[config.mk]
export PLATFORM = sky130hd
export DESIGN_NAME = buffer_write_arbiter
export DESIGN_NICKNAME = d
export VERILOG_FILES = /design/src/rtl/buffer_arb_pkg.sv /design/src/rtl/rr_arbiter2.sv /design/src/rtl/buffer_write_arbiter.sv
export SDC_FILE = /design/constraint.sdc
export NUM_CORES = 1
export LEC_CHECK = 0
export ABC_AREA = 1
export CORE_MARGIN = 3
export CORE_UTILIZATION = 41
export DETAILED_ROUTE_END_ITERATION = 10
export PLACE_DENSITY = 0.73
export SLEW_MARGIN = 20
export SYNTH_ARGS = -nofsm -noshare
export SYNTH_HDL_FRONTEND = slang
export SYNTH_SLANG_ARGS = --single-unit
[constraint.sdc]
create_clock -name Clk -period 1.77 [get_ports Clk]
set_input_delay 0.354 -clock Clk [delete_from_list [all_inputs] [get_ports Clk]]
set_output_delay 0.354 -clock Clk [all_outputs]
set_load 0.01 [all_outputs]
[src/rtl/buffer_arb_pkg.sv]
// rtl/buffer_arb_pkg.sv - shared defaults and types for the transfer-buffer write arbiter
package buffer_arb_pkg;

  localparam int DEF_ADDR_W = 10;
  localparam int DEF_LEN_W  = 11;

  typedef enum logic [1:0] {
    GRANT_NONE,
    GRANT_HOST,
    GRANT_STREAM
  } grant_t;

  typedef enum logic {
    ST_IDLE,
    ST_ACTIVE
  } arb_state_t;

endpackage

[src/rtl/rr_arbiter2.sv]
// rtl/rr_arbiter2.sv - two-request arbiter, round-robin by default, fixed stream priority under STREAM_FIXED_PRIORITY_EN
module rr_arbiter2
  import buffer_arb_pkg::*;
(
`ifndef STREAM_FIXED_PRIORITY_EN
  input  logic   clk,
  input  logic   reset,
`endif
  input  logic   stream_req,
  input  logic   host_req,
  output grant_t grant
);

`ifdef STREAM_FIXED_PRIORITY_EN
  // stream always wins a tie; no grant history is needed
  always_comb begin
    grant = GRANT_NONE;
    if (stream_req)    grant = GRANT_STREAM;
    else if (host_req) grant = GRANT_HOST;
  end
`else
  logic last_stream;

  // a tie goes to whichever side was not served most recently
  always_comb begin
    grant = GRANT_NONE;
    if (stream_req && host_req) grant = last_stream ? GRANT_HOST : GRANT_STREAM;
    else if (stream_req)        grant = GRANT_STREAM;
    else if (host_req)          grant = GRANT_HOST;
  end

  // history moves only on a real grant; reset marks stream as last so the host wins the first tie
  always_ff @(posedge clk) begin
    if (reset) begin
      last_stream <= 1'b1;
    end else if (grant != GRANT_NONE) begin
      last_stream <= (grant == GRANT_STREAM);
    end
  end
`endif

endmodule

[src/rtl/buffer_write_arbiter.sv]
// rtl/buffer_write_arbiter.sv - shares the 8-bit buffer write port between a stream window and host writes (STREAM_FIXED_PRIORITY_EN: stream wins ties)
module buffer_write_arbiter
  import buffer_arb_pkg::*;
#(
  parameter int ADDR_W = DEF_ADDR_W,
  parameter int LEN_W  = DEF_LEN_W
) (
  input  logic              Clk,
  input  logic              Reset,
  input  logic              StreamStart,
  input  logic [ADDR_W-1:0] StreamStartAddr,
  input  logic [LEN_W-1:0]  StreamLen,
  input  logic              StreamValid,
  input  logic [7:0]        StreamData,
  output logic              StreamReady,
  output logic              StreamBusy,
  output logic              StreamDone,
  input  logic              HostWriteReq,
  input  logic [ADDR_W-1:0] HostAddr,
  input  logic [7:0]        HostData,
  output logic              HostAck,
  output logic              RamWriteEnable,
  output logic [ADDR_W-1:0] RamWriteAddr,
  output logic [7:0]        RamWriteData
);

  arb_state_t        state;
  logic [ADDR_W-1:0] ptr;
  logic [LEN_W-1:0]  remaining;
  grant_t            grant;
  logic              stream_req;
  logic              stream_gnt;
  logic              host_gnt;

  // a start pulse claims the stream side for its cycle, so no byte is taken while reloading
  assign stream_req = (state == ST_ACTIVE) && StreamValid && !StreamStart;

  rr_arbiter2 u_arb (
`ifndef STREAM_FIXED_PRIORITY_EN
    .clk        (Clk),
    .reset      (Reset),
`endif
    .stream_req (stream_req),
    .host_req   (HostWriteReq),
    .grant      (grant)
  );

  assign stream_gnt  = (grant == GRANT_STREAM);
  assign host_gnt    = (grant == GRANT_HOST);
  assign StreamReady = stream_gnt;
  assign HostAck     = host_gnt;
  assign StreamBusy  = (state == ST_ACTIVE);

  // window sequencing plus the registered RAM write port, one cycle behind the grant
  always_ff @(posedge Clk) begin
    if (Reset) begin
      state          <= ST_IDLE;
      ptr            <= '0;
      remaining      <= '0;
      StreamDone     <= 1'b0;
      RamWriteEnable <= 1'b0;
      RamWriteAddr   <= '0;
      RamWriteData   <= '0;
    end else begin
      StreamDone     <= 1'b0;
      RamWriteEnable <= stream_gnt || host_gnt;

      if (host_gnt) begin
        RamWriteAddr <= HostAddr;
        RamWriteData <= HostData;
      end else if (stream_gnt) begin
        RamWriteAddr <= ptr;
        RamWriteData <= StreamData;
      end

      if (StreamStart) begin
        ptr       <= StreamStartAddr;
        remaining <= StreamLen;
        if (StreamLen == '0) begin
          state      <= ST_IDLE;
          StreamDone <= 1'b1;
        end else begin
          state <= ST_ACTIVE;
        end
      end else if (stream_gnt) begin
        ptr       <= ptr + ADDR_W'(1);
        remaining <= remaining - LEN_W'(1);
        if (remaining == LEN_W'(1)) begin
          state      <= ST_IDLE;
          StreamDone <= 1'b1;
        end
      end
    end
  end

endmodule

# Word-level counts from Yosys, hierarchy flattened
# Cells that the tools add are included.
# totals
reg_bits	43
latchBits	0
mem_bits_rw	0
mem_bits_ro	0
inputBits	52
output_inout_bits	23
wordCells	44
mem_count	0
# classes
add_sub_neg	2
mul	0
n_div	0
magnitude_cmp	0
n_eq_ne	3
shift	0
mux	20
bitwise	0
reduce_logical	11
# ops
cell	n
$mux 10	4
$mux 11	2
$mux 8	2
$eq 11x1->1 const B	1
$logic_not 11->1	1
$sub 11x1->11 const B	1
$add 10x1->10 const B	1
$mux 1	9
$reduce_bool 2->1	4
$mux 2	3
$logic_and 1x1->1	3
$eq 2x1->1 const B	1
$eq 2x2->1 const B	1
$reduce_and 2->1	1
$logic_not 1->1	1
$logic_or 1x1->1	1

# Depth between registers and ports, before layout
# depth
word_depth	7
depth_mapped	13
mapped_depth_nobuf	12

# By module
# From an unflattened synthesis, not the netlist that was laid out.
# unflattened
hier_cells	312
hier_area_um2	2264.7
# by_module_without_submodules
module	n_inst	cells_each	area_per_inst_um2	seq_area_each_um2
buffer_write_arbiter	1	302	2208.4	840.8
rr_arbiter2	1	10	56.3	20.0

# Worst setup path before layout
# No wires, ideal clock.
# synth_path
kind	input -> register
startpoint	in StreamStart
endpoint	reg RamWriteAddr[7]
setup_ps	69
t_arrival_ps	1747
required_time_ps	1701
slack_ps	-46
stages	12
n_path_buf	2
path_cell_list	inv_2 > nand3_1 > a21oi_1 > inv_2 > nand2_1 > inv_1 > ha_1 > buf_2 > nor2_2 > inv_2 > buf_2 > o21ai_1
# synth_via
elab_chain_len	6
word_cells_on_any_way	9
cone_classes	2 x eq/ne; 3 x mux; 4 x reduce/logical
# synth_lines
item	line_no	source
start: declaration	buffer_write_arbiter.sv:10	input logic StreamStart,
$logic_not 1->1 *	buffer_write_arbiter.sv:36	assign stream_req = (state == ST_ACTIVE) && StreamValid && !StreamStart;
$logic_and 1x1->1 *	buffer_write_arbiter.sv:36	
$mux 2 / $logic_and 1x1->1 (equally long branches)	rr_arbiter2.sv:28, rr_arbiter2.sv:27	
$mux 2 *	rr_arbiter2.sv:27	if (stream_req && host_req) grant = last_stream ? GRANT_HOST : GRANT_STREAM;
$eq 2x1->1 / $eq 2x2->1 (equally long branches)	buffer_write_arbiter.sv:49, buffer_write_arbiter.sv:48	
$mux 10 / $reduce_bool 2->1 (equally long branches)	n/a	
end signal: assignment	buffer_write_arbiter.sv:69	RamWriteAddr <= HostAddr;
end signal: assignment	buffer_write_arbiter.sv:72	RamWriteAddr <= ptr;
end: declaration	buffer_write_arbiter.sv:23	output logic [ADDR_W-1:0] RamWriteAddr,
# Every way passes the cells marked *; elsewhere a longest branch is shown, timed or not.
# A chain may end at the register's enable or synchronous reset.

# Worst setup path after layout
# layout_path
startpoint	reg state (netlist: StreamBusy)
endpoint	out HostAck
# layout_via
elab_chain_len	5
word_cells_on_any_way	6
cone_classes	1 x eq/ne; 2 x mux; 3 x reduce/logical
# layout_lines
item	line_no	source
start: declaration	buffer_write_arbiter.sv:27	arb_state_t state;
start signal: assignment	buffer_write_arbiter.sv:57	state <= ST_IDLE;
start signal: assignment	buffer_write_arbiter.sv:80	state <= ST_IDLE;
start signal: assignment	buffer_write_arbiter.sv:83	state <= ST_ACTIVE;
$logic_and 1x1->1 * (2 in series)	buffer_write_arbiter.sv:36	
$mux 2 / $logic_and 1x1->1 (equally long branches)	rr_arbiter2.sv:28, rr_arbiter2.sv:27	
$mux 2 *	rr_arbiter2.sv:27	
$eq 2x1->1 *	buffer_write_arbiter.sv:49	assign host_gnt = (grant == GRANT_HOST);
end: declaration	buffer_write_arbiter.sv:21	output logic HostAck,
# Marks and branches as above.

==> run summary <==
====================================================================================
H-Tree Level Count                                                                 2
Starting Density                                                               43.2%
Met3 GRT Util                                                                  4.48%
Adder-cell area share of the yosys netlist                                     3.31%
Compound-Gate Fraction of Synth Area                                           15.9%
Critical-path top delay cell                                                 dfxtp_2
Cell at the root of the clock tree                                          clkbuf_8
Number of flops mapped to enable cells by yosys                                    0
Proportion of layout cells with a drive suffix above 1                         13.8%
Hold Crit Class                                                         flop to flop
Cell area after layout                                                    3310 sq um
WS Path Type                                                            flop to primary output
Vias per std cell                                                               5.13
Area of the die                                                           6450 sq um
Seq/Total Area, Yosys                                                          38.0%
RR Endpoint                                                             StreamDone$_SDFF_PP0_
Launch point of the critical path                                       StreamBusy$_SDFFE_PP0P_
Depth of the worst register-to-register path                                      11
Max-cap violations                                                                 0
Register-to-register setup slack                                              120 ps
Critical Path AT                                                             1340 ps
Synthesized area                                                          2260 sq um
Vertical die dimension                                                       80.3 um
Sequence of cells on the critical path                                  nand3_2, a21oi_2, inv_2, nand2_4, inv_2, ha_4, buf_6
Post-DR wirelength/cell                                                      13.4 um
Count of cells along the worst hold path                                           2
Cell area power density                                                  675 nW/um^2
Half-perimeter wire length after placement                                   4.38 mm
Post-route antenna net violation count                                             0
Area Overhead vs Synth                                                         46.2%
Total length of routed wires                                                 6.08 mm
Core area                                                                 5240 sq um
Dominant combinational cell family by area after synthesis              simple AND/OR/NAND/NOR gates
Slew Limit Headroom                                                            71.9%
Top achievable clock speed                                                 0.592 GHz
Nature of the critical path startpoint                                          flop
Total design power                                                           2.23 mW
Avg Synthesized Cell Area                                                 7.55 sq um
Data required, critical path                                                 1420 ps
Slew at the pin with the worst max-slew slack                                 422 ps
1st-iter DRT viols                                                                96
Net count after synthesis                                                        358
Global routing usage summed across all routing layers                          19.0%
Critical Path Sink Type                                                 primary output
Wire length of the first global-routing pass                                 9.72 mm
CP dominant cell by count                                                      inv_2
CTS Buf Count                                                                      5
Endpoints failing setup                                                            0
Worst VDD drop                                                              0.326 mV
Outcome                                                                 finished clean
Max FO, Critical Path                                                              3
Slew Limit Fails                                                                   0
Multiplexer fraction of the synthesized cell area                              7.07%
Layout fillers                                                                   475
Slowest Stage Delay on Critical Path                                          340 ps
Number of ports placed on the die boundary                                        75
Horiz. Die Dim                                                               80.3 um
Primary flip-flop cell chosen by synthesis mapping                           dfxtp_1
Maximum number of buffers from clock root to sink                                  2
Latest clock arrival within the worst-skew pair                               290 ps
Final worst path period share                                                  95.4%
Post-synthesis sequential element count                                           43
TritonCTS clock tree                                                             yes
Number of clock sinks                                                             43
Nets                                                                             442
Synth Area in Simple Gates                                                     25.6%
Total of warnings raised by yosys                                                  0
Number of detailed-routing iterations run before antenna repair                    4
Met1 Usage GRT                                                                 22.0%
Endpoint of the worst hold path                                         RamWriteData[3]$_SDFFE_PP0P_
Gate count of the mapped netlist                                                 300
Number of hold violations in the final report                                      0
Floorplan row count                                                               26
Cts hold-fix bufs                                                                  0
Launch instance of the worst min-delay path                             RamWriteData[3]$_SDFFE_PP0P_
Shortest clock period the worst path allows after layout                     1690 ps
Largest net degree at the start of global routing                                 26
Detailed-route via count                                                        2332
Proportion of synthesized flip-flops having asynchronous set or reset             0%
Vias in the first global route                                                  2213
FF-to-FF Start                                                          StreamBusy$_SDFFE_PP0P_
Antenna violations before repair                                                   0
Distinct cell type count of the synthesized netlist                               31
Worst Skew                                                                   4.46 ps
Final weighted congestion in routability-driven placement                      0.920
Number of antenna diodes                                                           0
DRC viols                                                                          0
Global-route congestion overflow total                                             0
Worst-path clk slew                                                            80 ps
Xor-xnor portion of the synthesized cell area                                  2.71%
Leakage power total                                                          1.36 nW
Top Usage Layer GRT                                                             met2
Number of buffers inserted by port buffering                                      74
Placed inst area                                                          3150 sq um
Met2 GRT Util                                                                  34.0%
====================================================================================
[stage by stage]
stage          hold WS, ps  TNS, ps  setup WS [ps]  util [%]  cells
3_5_place_dp           469   -17620           -549      60.1    443
4_1_cts                483        0           64.3      63.0    454
5_1_grt                505    -22.3          -16.6      63.2    455
6_report               479        0           80.7      63.2    455
3_3_place_gp           465   -14800           -498      60.1    443
2_1_floorplan          459        0           2.35         -    300
[placed cells by master, fill, tap and decap left out, drive strengths merged]
| cell type | instances |
|---|---|
| a21oi | 18 |
| a22oi | 8 |
| a31oi | 5 |
| and3 | 1 |
| buf | 20 |
| clkbuf | 6 |
| clkdlybuf4s15 | 1 |
| clkdlybuf4s50 | 69 |
| clkinv | 1 |
| clkinvlp | 1 |
| dfxtp | 43 |
| dlygate4sd2 | 2 |
| ha | 6 |
| inv | 24 |
| mux2i | 16 |
| nand2 | 52 |
| nand3 | 34 |
| nand3b | 1 |
| nand4 | 4 |
| nor2 | 29 |
| nor3 | 3 |
| o211ai | 2 |
| o21ai | 29 |
| o21bai | 1 |
| o22ai | 1 |
| or2 | 1 |
| xnor2 | 2 |
| xor2 | 5 |
[worst max-delay path by stage]
| stage | end | slack [ps] | cells past startpoint |
|---|---|---|---|
| after floorplan | RamWriteAddr[7]$_SDFFE_PP0P_ | 2 | 12 |
| after global placement | HostAck | -500 | 9 |
| after detailed placement | HostAck | -550 | 9 |
| after CTS | HostAck | 60 | 9 |
| after global routing | StreamDone$_SDFF_PP0_ | -20 | 11 |
| final | HostAck | 80 | 7 |
[synthesized netlist by cell type, drive strengths merged, types with 2 or more instances]
cell	n	area, sq um
xor2	5	43.8
mux2i	16	160
dfxtp	43	861
o21ai	29	145
o211ai	2	15.0
a31oi	5	31.3
xnor2	2	17.5
nor3	3	15.0
buf	12	67.6
a21oi	18	93.8
ha	6	75.1
inv	24	90.1
a22oi	8	60.1
nand2	52	203
nand4	4	25.0
clkbuf	3	11.3
nand3	34	175
nor2	29	141
[state kept, by name (all words and copies together) (netlist names)]
register,cells
remaining,11
RamWriteAddr,10
ptr,10
RamWriteData,8
RamWriteEnable,1
StreamBusy,1
StreamDone,1
u_arb.last_stream,1
[worst max-delay path: cells and delay by family, from the launching register on]
kind,cells,cell delay [ps]
adder cells (fa/ha/maj),1,150
flip-flops,1,340
buffers and inverters,3,240
AO/OA/AOI/OAI,1,160
AND/OR/NAND/NOR,2,150
[report_power, final]
| group | leakage [nW] | internal (mW) | switching (mW) |
|---|---|---|---|
| clock | 0.0412 | 0.276 | 0.336 |
| combinational | 0.959 | 0.296 | 0.241 |
| sequential | 0.355 | 1.03 | 0.0535 |
| total | 1.36 | 1.60 | 0.630 |
[layer usage]
metal / wire length (um) / vias to the layer above
met3: 363 / 7
li1: - / 1187
met2: 2920 / 68
met1: 2720 / 1070
met5: 0 / -
met4: 74 / 0
[cell families after synthesis]
family                   count (synthesis)
AO/OA/AOI/OAI                           64
XOR/XNOR                                 7
adder cells (fa/ha/maj)                  6
buffers and inverters                   39
flip-flops                              43
multiplexers                            16
AND/OR/NAND/NOR                        125
[repair_timing]
| item | 4_1_cts | 5_1_grt |
|---|---|---|
| gates resized for setup | 23 | 2 |
| endpoints found under the setup margin | 40 | 8 |
| pin swaps | 3 | 2 |
| endpoints found under the hold margin | 0 | 0 |
| buffers inserted | 3 | 1 |
[final cells by class]
| class | count | area [sq um] | share of cell area (%) |
|---|---|---|---|
| inverters | 24 | 92.6 | 2.80 |
| well taps | 70 | 87.6 | 2.64 |
| multi-input cells | 218 | 1280 | 38.5 |
| repair buffers | 92 | 908 | 27.4 |
| clock inverters | 2 | 12.5 | 0.378 |
| clock buffers | 6 | 72.6 | 2.19 |
| flip-flops and latches | 43 | 862 | 26.0 |
Power figures use the tool's default switching activity.
